## src/rtl/fir_cap_pkg.sv

```systemverilog
// Shared types and default parameters for the FIR output capture engine.
package fir_cap_pkg;

  localparam int unsigned N_TAPS_DEF = 1;
  localparam int unsigned BW_OUT_DEF = 8;
  localparam int unsigned DEPTH_DEF  = 8;
  localparam int unsigned CNT_W_DEF  = 8;

  typedef enum logic [1:0] {
    IDLE = 2'd0,
    SKIP = 2'd1,
    CAPT = 2'd2
  } cap_state_t;

endpackage

```

## src/rtl/fir_cap_fifo.sv

```systemverilog
// Synchronous FIFO buffering captured samples for the host stream.
// Ports: clk, rst (async active-low), push/data (write), pop (read request),
//        head (oldest entry), m_valid (non-empty), full, level (occupancy).
module fir_cap_fifo #(
  parameter int unsigned DEPTH = 8,
  parameter int unsigned WIDTH = 8
) (
  input  logic                     clk,
  input  logic                     rst,
  input  logic                     push,
  input  logic [WIDTH-1:0]         data,
  input  logic                     pop,
  output logic [WIDTH-1:0]         head,
  output logic                     m_valid,
  output logic                     full,
  output logic [$clog2(DEPTH):0]   level
);

  localparam int unsigned AW = $clog2(DEPTH);
  localparam int unsigned PW = AW + 1;

  logic [WIDTH-1:0] mem [DEPTH];
  logic [AW:0]      wr_ptr;
  logic [AW:0]      rd_ptr;
  logic [AW:0]      wr_nxt;
  logic [AW:0]      rd_nxt;
  logic             do_push;
  logic             do_pop;

  // A push into a full FIFO only succeeds when a pop frees a slot on the same edge.
  always_comb begin
    do_pop  = pop & m_valid;
    do_push = push & (~full | do_pop);
    wr_nxt  = wr_ptr + PW'(do_push);
    rd_nxt  = rd_ptr + PW'(do_pop);
  end

  // Status flags are derived from the next pointers so they are registered outputs.
  always_ff @(posedge clk or negedge rst) begin
    if (!rst) begin
      wr_ptr  <= '0;
      rd_ptr  <= '0;
      m_valid <= 1'b0;
      full    <= 1'b0;
      level   <= '0;
      for (int i = 0; i < int'(DEPTH); i++) mem[i] <= '0;
    end else begin
      wr_ptr  <= wr_nxt;
      rd_ptr  <= rd_nxt;
      if (do_push) mem[wr_ptr[AW-1:0]] <= data;
      level   <= wr_nxt - rd_nxt;
      m_valid <= (wr_nxt != rd_nxt);
      full    <= (wr_nxt[AW] != rd_nxt[AW]) && (wr_nxt[AW-1:0] == rd_nxt[AW-1:0]);
    end
  end

  assign head = mem[rd_ptr[AW-1:0]];

endmodule

```

## src/rtl/fir_out_capture.sv

```systemverilog
// Capture engine on the FIR filter output pins: skips the pipeline-fill
// samples, buffers the next `count` samples and streams them out.
// Ports: clk, rst (async active-low), start/skip/count (capture request),
//        io_out (filter pins), m_data/m_valid/m_ready (output stream),
//        busy, done (end-of-capture pulse), overflow (sticky drop), level.
module fir_out_capture
  import fir_cap_pkg::*;
#(
  parameter int unsigned N_TAPS = N_TAPS_DEF,
  parameter int unsigned BW_out = BW_OUT_DEF,
  parameter int unsigned DEPTH  = DEPTH_DEF,
  parameter int unsigned CNT_W  = CNT_W_DEF
) (
  input  logic                   clk,
  input  logic                   rst,
  input  logic                   start,
  input  logic [CNT_W-1:0]       skip,
  input  logic [CNT_W-1:0]       count,
  input  logic [7:0]             io_out,
  output logic [BW_out-1:0]      m_data,
  output logic                   m_valid,
  input  logic                   m_ready,
  output logic                   busy,
  output logic                   done,
  output logic                   overflow,
  output logic [$clog2(DEPTH):0] level
);

  // Reject parameter sets the FIFO pointer scheme cannot support.
  if (N_TAPS < 1 || BW_out < 1 || BW_out > 8 || DEPTH < 2 ||
      (DEPTH & (DEPTH - 1)) != 0) begin : g_bad_param
    $error("fir_out_capture: illegal parameter set");
  end

  cap_state_t        state;
  logic [CNT_W-1:0]  skip_cnt;
  logic [CNT_W-1:0]  cap_cnt;
  logic              push;
  logic              fifo_full;

  assign push = (state == CAPT);

  fir_cap_fifo #(
    .DEPTH (DEPTH),
    .WIDTH (BW_out)
  ) u_fifo (
    .clk     (clk),
    .rst     (rst),
    .push    (push),
    .data    (io_out[BW_out-1:0]),
    .pop     (m_ready),
    .head    (m_data),
    .m_valid (m_valid),
    .full    (fifo_full),
    .level   (level)
  );

  // Control FSM: counters hold the remaining samples and exit on the terminal one.
  always_ff @(posedge clk or negedge rst) begin
    if (!rst) begin
      state    <= IDLE;
      skip_cnt <= '0;
      cap_cnt  <= '0;
      busy     <= 1'b0;
      done     <= 1'b0;
      overflow <= 1'b0;
    end else begin
      done <= 1'b0;
      // A drop happens only when full with no pop freeing a slot on this edge.
      if (push && fifo_full && !(m_ready && m_valid)) overflow <= 1'b1;
      case (state)
        IDLE: begin
          if (start) begin
            skip_cnt <= skip;
            cap_cnt  <= count;
            overflow <= 1'b0;
            if (skip != '0) begin
              state <= SKIP;
              busy  <= 1'b1;
            end else if (count != '0) begin
              state <= CAPT;
              busy  <= 1'b1;
            end else begin
              done <= 1'b1;
            end
          end
        end
        SKIP: begin
          if (skip_cnt == CNT_W'(1)) begin
            if (cap_cnt != '0) begin
              state <= CAPT;
            end else begin
              state <= IDLE;
              busy  <= 1'b0;
              done  <= 1'b1;
            end
          end else begin
            skip_cnt <= skip_cnt - CNT_W'(1);
          end
        end
        CAPT: begin
          if (cap_cnt == CNT_W'(1)) begin
            state <= IDLE;
            busy  <= 1'b0;
            done  <= 1'b1;
          end else begin
            cap_cnt <= cap_cnt - CNT_W'(1);
          end
        end
        default: begin
          state <= IDLE;
          busy  <= 1'b0;
        end
      endcase
    end
  end

endmodule

```

## config.mk

```make
export PLATFORM = sky130hd
export DESIGN_NAME = fir_out_capture
export DESIGN_NICKNAME = d
export VERILOG_FILES = /design/src/rtl/fir_cap_pkg.sv /design/src/rtl/fir_cap_fifo.sv /design/src/rtl/fir_out_capture.sv
export SDC_FILE = /design/constraint.sdc
export NUM_CORES = 1
export LEC_CHECK = 0
export BUFFER_PORTS_ARGS = -buffer_cell sky130_fd_sc_hd__buf_2
export CAP_MARGIN = 10
export CORE_ASPECT_RATIO = 0.7
export CORE_MARGIN = 3
export CORE_UTILIZATION = 55
export CTS_CLUSTER_DIAMETER = 80
export CTS_CLUSTER_SIZE = 40
export DETAILED_ROUTE_END_ITERATION = 6
export HOLD_SLACK_MARGIN = 0.08
export PLACE_DENSITY = 0.75
export SLEW_MARGIN = 10
export SYNTH_ARGS = -nofsm -noshare
export SYNTH_HDL_FRONTEND = slang
export SYNTH_SLANG_ARGS = --single-unit
```

## constraint.sdc

```tcl
create_clock -name clk -period 4.7 [get_ports clk]
set_input_delay 0.94 -clock clk [delete_from_list [all_inputs] [get_ports clk]]
set_output_delay 0.94 -clock clk [all_outputs]
set_load 0.01 [all_outputs]
```

**After elaboration in Yosys (flattened, before gate mapping)**

Index checks and enable logic that the tools add are counted.

- Reduce and logical (&&, ||, !) cells: 16
- Equal/unequal tests: 14
- Muxes and demuxes: 36
- Bitwise logic cells: 6
- Add/sub/neg operators: 5
- Magnitude comparators: 3

Operators by type and width:

| operator | count |
|---|---|
| 64-bit bitwise mux | 1 |
| 8-bit two-way mux | 7 |
| 8-bit one-hot mux with 2 select lines | 2 |
| 8-bit binary-select mux with 3-bit select | 1 |
| 8-bit demux with 3-bit select | 1 |
| 8-bit nonzero test | 3 |
| 8-bit by 1-bit equality test with 1-bit output, second input constant | 2 |
| 8-bit by 1-bit subtractor with 8-bit output, second input constant | 2 |
| 1-bit two-way mux | 15 |
| 2-bit two-way mux | 6 |
| 2-bit inequality test, second input constant | 5 |
| 4-bit by 1-bit adder with 4-bit output | 2 |
| 4-bit >= comparator, second input constant | 2 |
| 3-bit inverter with 4-bit output | 2 |
| 1-bit one-hot mux with 3 select lines | 2 |
| 2-bit one-hot mux with 3 select lines | 1 |
| 3-bit AND reduction | 2 |
| 1-bit logical AND | 5 |
| 5-bit AND reduction | 1 |
| 4-bit by 1-bit < comparator with 1-bit output, second input constant | 1 |
| 4-bit inequality test | 1 |
| 4-bit AND reduction | 1 |
| 2-bit nonzero test | 2 |
| 4-bit subtractor | 1 |
| 11 further kinds | 12 |

- Output and inout bits: 16
- Bits in registers: 99
- Input port bits: 28
- Word-level logic and storage cells: 99

**Longest topological paths before layout**

Gate-level depths: netlist of the first run.

- Word-level depth: 6
- Depth in mapped cells: 10
- Gate-level depth less buffers: 9

**Cells and area by module**

Synthesis of the first run repeated with hierarchy kept, for this count alone.

- Cell total of the unflattened synthesis: 391
- Area total of the unflattened synthesis: 5,042.3 µm²

Modules (own cells, without submodules):

| module | cells an instance | sequential area each (µm²) | area an instance (µm²) | times used |
|---|---|---|---|---|
| fir_cap_fifo | 223 | 1,951.9 | 3,621.0 | 1 |
| fir_out_capture | 168 | 525.5 | 1,421.4 | 1 |

**Worst setup path before layout of the first run**

Ideal clock, no wire load.

- Kind: register to output
- From: reg u_fifo.rd_ptr[0]
- To: out m_data[0]
- Slack: 2.088 ns
- Buffers on the path: 2
- Stages on the path, launching flop included: 5
- Data required time: 3.760 ns
- Data arrival time: 1.672 ns
- Path through: dfrtp_1 > buf_2 > buf_2 > mux4_2 > mux2_2

- Longest elaborated chain between the ends: 4

RTL lines:

| what | RTL line | text |
|---|---|---|
| from (decl) | fir_cap_fifo.sv:24 | `logic [AW:0] rd_ptr;` |
| from (signal assigned) | fir_cap_fifo.sv:49 | `rd_ptr <= rd_nxt;` |
| 3-bit inverter with 4-bit output (not written as such) | fir_cap_fifo.sv:57 | `assign head = mem[rd_ptr[AW-1:0]];` |
| 8-bit binary-select mux with 3-bit select | fir_cap_fifo.sv:57 |  |
| 8-bit two-way mux (not written as such) (2 in a row) | fir_cap_fifo.sv:57 |  |
| to (decl) | fir_out_capture.sv:20 | `output logic [BW_out-1:0] m_data,` |

No other way between the ends. The select of a mux whose other input is x is not followed.

**Worst setup path after layout of the first run**

- From: reg u_fifo.rd_ptr[0]
- To: out m_data[6]

The elaborated chain is that of the path after synthesis.

==> results of run 1 <==
-- layer usage --
layer  global-route usage  vias to the layer above  routed length [microns]
met5                    0                        -                        0
li1                     -                     1509                        -
met4               0.0610                        0                      118
met3               0.0486                       13                      622
met2                0.336                      105                     4900
met1                0.307                     1668                     4800
-- path summary, 6_finish.rpt --
kind / cells past startpoint / end / slack [ns]
worst max-delay path: 3 / m_data[6] / 1.31
worst min-delay path: 1 / u_fifo.wr_ptr[3] / 0.49
worst max register to register: 8 / u_fifo.level[3] / 1.88
worst min register to register: 1 / u_fifo.wr_ptr[3] / 0.49
max in group asynchronous: 2 / u_fifo.mem[25] / 3.12
min in group asynchronous: 1 / u_fifo.mem[55] / 0.74
-- state kept, by name (all words and copies together) (netlist names) --
register and count:
u_fifo.rd_ptr 4, skip_cnt 8, u_fifo.wr_ptr 4, u_fifo.mem 64, u_fifo.full 1, u_fifo.level 4
done 1, overflow 1, cap_cnt 8, busy 1, state 2, u_fifo.m_valid 1
-- synthesized netlist by cell type (2+ instances only) --
cell and instances:
nor4_1 6, a2bb2oi_1 4, a21oi_1 18, o21ai_0 18, mux2_2 72, nand3b_1 3, nor2_1 14, xor2_1 3
nor4b_1 3, nand3_1 8, clkbuf_1 7, o211ai_1 2, ha_1 12, a22o_1 4, and3_1 3, nand2b_1 4
dfrtp_1 99, a31oi_1 3, nand2_1 13, xnor2_1 4, inv_1 15, nand4_1 4, o2bb2ai_1 4, buf_2 8
nor3b_4 2, mux4_2 16, nor3_1 7, o22ai_1 4, nor2b_1 2
-- power groups by stage --
| stage | Sequential (mW) | Combinational, mW | Clock, mW |
|---|---|---|---|
| 2_1_floorplan | 1.47 | 1.41 | 0 |
| 3_3_place_gp | 1.65 | 1.58 | 0 |
| 3_5_place_dp | 1.69 | 1.66 | 0 |
| 4_1_cts | 1.68 | 1.68 | 0.814 |
| 5_1_grt | 1.75 | 1.82 | 0.850 |
| 6_report | 1.69 | 1.67 | 0.797 |
-- through the flow --
stage	total power, mW	instance area, sq um	instances
after detailed placement	3.35	5200	529
after floorplan	2.87	4890	380
final	4.15	5530	545
after CTS	4.17	5530	545
after global placement	3.23	5200	529
after global routing	4.42	5530	545
-- cell type report --
cell class	instances	area share
timing repair buffer	44	0.0407
sequential	99	0.448
tap	120	0.0272
multi-input combinational	251	0.414
inverter	15	0.0102
clock buffer	12	0.0464
clock inverter	4	0.0131
-- worst max-delay path, cell delays in order, from the launching register on --
cell     delay, ns
dfrtp_1       1.06
mux4_2        0.63
mux2_2        0.28
buf_2         0.14
-- cells by family (layout without fill, tap and decap cells) --
kind of cell	Yosys count	after routing	share of synthesized area
xor+xnor	7	7	0.0125
fa+ha+maj	13	13	0.0348
compound gates	65	65	0.0867
simple gates	77	77	0.0926
mux	89	89	0.242
flops	99	99	0.507
buf+inv	30	75	0.0251
==> results_dict.tcl, run 1 <==
set metrics [dict create \
    status "completed" \
    antenna_cells 0 \
    path_clk_slew_ns 0.06 \
    clk_path_buf_depth 2 \
    final.fill_count 662 \
    cts_tree "yes" \
    antenna_found_initial 0 \
    min_period_ns 3.39 \
    antenna_left 0 \
    cts_resized 0 \
    regArea_sq_um 2480 \
    synth_fp_nets 421 \
    start_util 0.572 \
    dieHeight_microns 84.9 \
    maxCapViolCount 0 \
    clkPwrFrac 0.192 \
    cts-root-buf "clkbuf_16" \
    cp-start-kind "flip-flop" \
    wl_mm 10.4 \
    synth_top_cell_by_area "dfrtp_1" \
    syn_avg_cell_area_sq_um 12.9 \
    holdCritPathClass "reg2reg" \
    hold_violations 0 \
    cts_buffers 9 \
    synth_seq_cells 99 \
    ir_drop_uv 313 \
    setup_ws_ns 1.31 \
    worstMarginPinSlew_ns 1.09 \
    path_max_fanout 17 \
    rsz0062_at_grt "no" \
    final_cell_mix "99 x dfrtp_1, 72 x mux2_2, 42 x buf_2" \
    min_period_over_period 0.720 \
    arrival_ns 2.45 \
    switchingPower_mw 1.47 \
    post_cts_buffers 0 \
    synth.top_cell.area_share 0.507 \
    avgRoutedWirePerCell_microns 19.2 \
    nNetsFinal 461 \
    syn_to_final_growth_pct 13.1 \
    drtIter0Drc 216 \
    cts_sinks 99 \
    synth_top_flop_cell "dfrtp_1" \
    holdBufCountCts 0 \
    p_int_mw 2.68 \
    seq_power_share 0.406 \
    via_per_inst 6.05 \
    drt_first_pass_iters 5 \
    min-delay-start "u_fifo.wr_ptr[3]" \
    synthesis.area_sq_um 4890 \
    ys_top_cells_by_area "dfrtp_1 51%, mux2_2 17%, mux4_2 7.4%" \
    vias 3295 \
    track_usage 0.215 \
    dp_hpwl_mm 7.18 \
    crit_path_start "u_fifo.rd_ptr[0]" \
    io_pins 44 \
    p_per_area_nw_per_um2 751 \
    die_area_sq_um 10100 \
    die_w_microns 119 \
    final_core_util 0.647 \
    htreeDepth 3 \
    grt_pass1_wl_mm 16.9 \
    slew_headroom 0.271 \
    whs_ns 0.489 \
    final_max_slew_viol_count 0 \
    overflow 0 \
    async_reset_ff_frac 1.00 \
    drive_gt1_frac 0.365 \
    worstSkewPairLatency_ns 0.34 \
    core_sq_um 8550 \
    grt_pass1_vias 3266 \
    place.gp.congestion 0.796 \
    netlist-cell-type-count 47 \
    cp.required_ns 3.76 \
    synthesis.instances 380 \
    finClkSkew_ns 0.00695 \
    final-setup-viol-count 0 \
    ys_warn_count 0 \
    endpoint_kind "primary output" \
    final_common_cell "dfrtp_1" \
    p_leak_nw 2.43 \
    rr_startpoint "state[0]" \
    sw_frac_of_total 0.354 \
    drc 0 \
    dp_slack_ns 1.65 \
    synth-seq-area-share 0.507 \
    combinationalPowerShare 0.402 \
    synth-edff-count 0 \
    max_clock_freq_mhz 295 \
    multiInputGateArea_sq_um 2290 \
    io_buffers 43 \
    final.setup.tns_ns 0 \
    num_rows 28 \
    grt_max_degree 81 \
    path_class "reg2out" \
]
(Power assumes the default switching activity.)
==> run 2, diff against run 1 <==
==> constraint.sdc (replaced) <==
create_clock -name clk -period 3.54 [get_ports clk]
set_input_delay 0.708 -clock clk [delete_from_list [all_inputs] [get_ports clk]]
set_output_delay 0.708 -clock clk [all_outputs]
set_load 0.01 [all_outputs]
==> run 2 against run 1 <==
Compared with the run above: via count up 0.21%; design area up 0.75%; sequential share of layout area down 0.33 points; clock power up 33%; utilization up 0.48 points; flip-flop and latch count unchanged; sequential power up 28%; largest power group is now combinational cells.
==> results_dict.tcl, run 2 (synthesis results as in run 1) <==
set metrics [dict create \
    status "completed" \
    die_area_sq_um 10100 \
    ir_drop_uv 347 \
    place.gp.congestion 0.810 \
    io_buffers 43 \
    path_class "reg2out" \
    p_leak_nw 2.45 \
    via_per_inst 6.01 \
    cp-start-kind "flip-flop" \
    largest_reg_flops 64 \
    final_max_slew_viol_count 0 \
    crit_chain "mux4_2 -> mux2_2 -> buf_2" \
    clk_path_buf_depth 2 \
    drtIter0Drc 329 \
    maxCapViolCount 0 \
    finalInstanceArea_sq_um 5570 \
    final_common_cell "dfrtp_1" \
    rr_startpoint "state[1]" \
    track_usage 0.224 \
    rrSetupSlack_ns 1.14 \
    rsz0062_at_grt "no" \
    worstMarginPinSlew_ns 0.816 \
    cts_resized 0 \
    finClkSkew_ns 0.00600 \
    drive_gt1_frac 0.373 \
    avgRoutedWirePerCell_microns 19.3 \
    antenna_found_initial 0 \
    cts_buffers 9 \
    crit_slowest_cell "dfrtp_1" \
    htreeDepth 3 \
    antenna_left 0 \
    finalPower_mw 5.54 \
    dp_hpwl_mm 7.00 \
    p_int_mw 3.57 \
    cts_tree "yes" \
    drt_first_pass_iters 5 \
    cpLargestDelayFamily "flip-flops" \
    syn_to_final_growth_pct 13.9 \
    holdBufCountCts 0 \
    path_clk_slew_ns 0.07 \
    regMostFlops "u_fifo.mem" \
    cts_sinks 99 \
    cp.required_ns 2.83 \
    reg.largest.list "u_fifo.mem: 64 flops, cap_cnt: 8 flops, skip_cnt: 8 flops" \
    cts-root-buf "clkbuf_16" \
    p_per_area_nw_per_um2 996 \
    io_pins 44 \
    final_cell_mix "99 x dfrtp_1, 72 x mux2_2, 42 x buf_2" \
    dieHeight_microns 84.9 \
    switchingPower_mw 1.97 \
    dp_slack_ns 0.954 \
    core_sq_um 8550 \
    grt_pass1_wl_mm 17.6 \
    final.setup.tns_ns 0 \
    min_period_over_period 0.788 \
    clkPwrFrac 0.191 \
    grt_max_degree 58 \
    seq_power_share 0.391 \
    post_cts_buffers 0 \
    start_util 0.572 \
    path_max_fanout 17 \
    final_core_util 0.651 \
    antenna_cells 0 \
    endpoint_kind "primary output" \
    critPathMaxStageDelay_ns 0.87 \
    overflow 0 \
    placed_cells 533 \
    die_w_microns 119 \
    min_period_ns 2.79 \
    rr_endpoint "u_fifo.level[3]" \
    setup_ws_ns 0.752 \
    path_buf_inv 1 \
    grt_pass1_vias 3279 \
    whs_ns 0.359 \
    arrival_ns 2.08 \
    vias 3302 \
    num_rows 28 \
    final-setup-viol-count 0 \
    r2r_cells 8 \
    combinationalPowerShare 0.418 \
    drc 0 \
    wl_mm 10.6 \
    sw_frac_of_total 0.355 \
    nNetsFinal 465 \
    max_clock_freq_mhz 359 \
    dpl_cell_area_sq_um 5240 \
    holdCritPathClass "in2async" \
    fin_cells 549 \
    worstSkewPairLatency_ns 0.34 \
    slew_headroom 0.456 \
    hold_violations 0 \
]
[run 2: area by class of cell]
| cell class | instances | area (sq um) |
|---|---|---|
| Sequential cell | 99 | 2480 |
| Inverter | 15 | 56.3 |
| Tap cell | 120 | 150 |
| Clock inverter | 6 | 88.8 |
| Clock buffer | 10 | 239 |
| Fill cell | 676 | 2980 |
| Multi-Input combinational cell | 251 | 2290 |
| Timing Repair Buffer | 48 | 268 |
[run 2: worst max-delay path by stage]
stage / cells past startpoint / slack [ns] / start / endpoint
detailed placement: 9 / 0.95 / m_ready / u_fifo.level[3]
global route: 3 / 0.69 / u_fifo.rd_ptr[1] / m_data[0]
global placement: 9 / 1.04 / m_ready / u_fifo.level[3]
finish: 3 / 0.75 / u_fifo.rd_ptr[1] / m_data[0]
floorplan: 4 / 1.16 / u_fifo.rd_ptr[0] / m_data[0]
CTS: 3 / 0.76 / u_fifo.rd_ptr[1] / m_data[0]
[run 2: worst reg2reg max path: cells and delay by family (launching register included)]
| family | cells | cell delay, ns |
|---|---|---|
| adder cells (fa/ha/maj) | 3 | 0.83 |
| flip-flops | 1 | 0.59 |
| AO/OA/AOI/OAI | 3 | 0.53 |
| XOR/XNOR | 1 | 0.13 |
| AND/OR/NAND/NOR | 1 | 0.24 |
[run 2: power groups by stage]
stage	combinational [mW]	clock (mW)	sequential [mW]
2_1_floorplan	1.87	0	1.95
3_5_place_dp	2.29	0	2.16
5_1_grt	2.56	1.14	2.24
3_3_place_gp	2.21	0	2.12
6_report	2.32	1.06	2.17
4_1_cts	2.34	1.08	2.16
[run 2: metal layers]
| metal | vias up | wire length, microns | GRT usage |
|---|---|---|---|
| li1 | 1504 | - | - |
| met1 | 1678 | 4900 | 0.324 |
| met2 | 106 | 4940 | 0.340 |
| met3 | 14 | 628 | 0.0600 |
| met4 | 0 | 113 | 0.0631 |
| met5 | - | 0 | 0 |
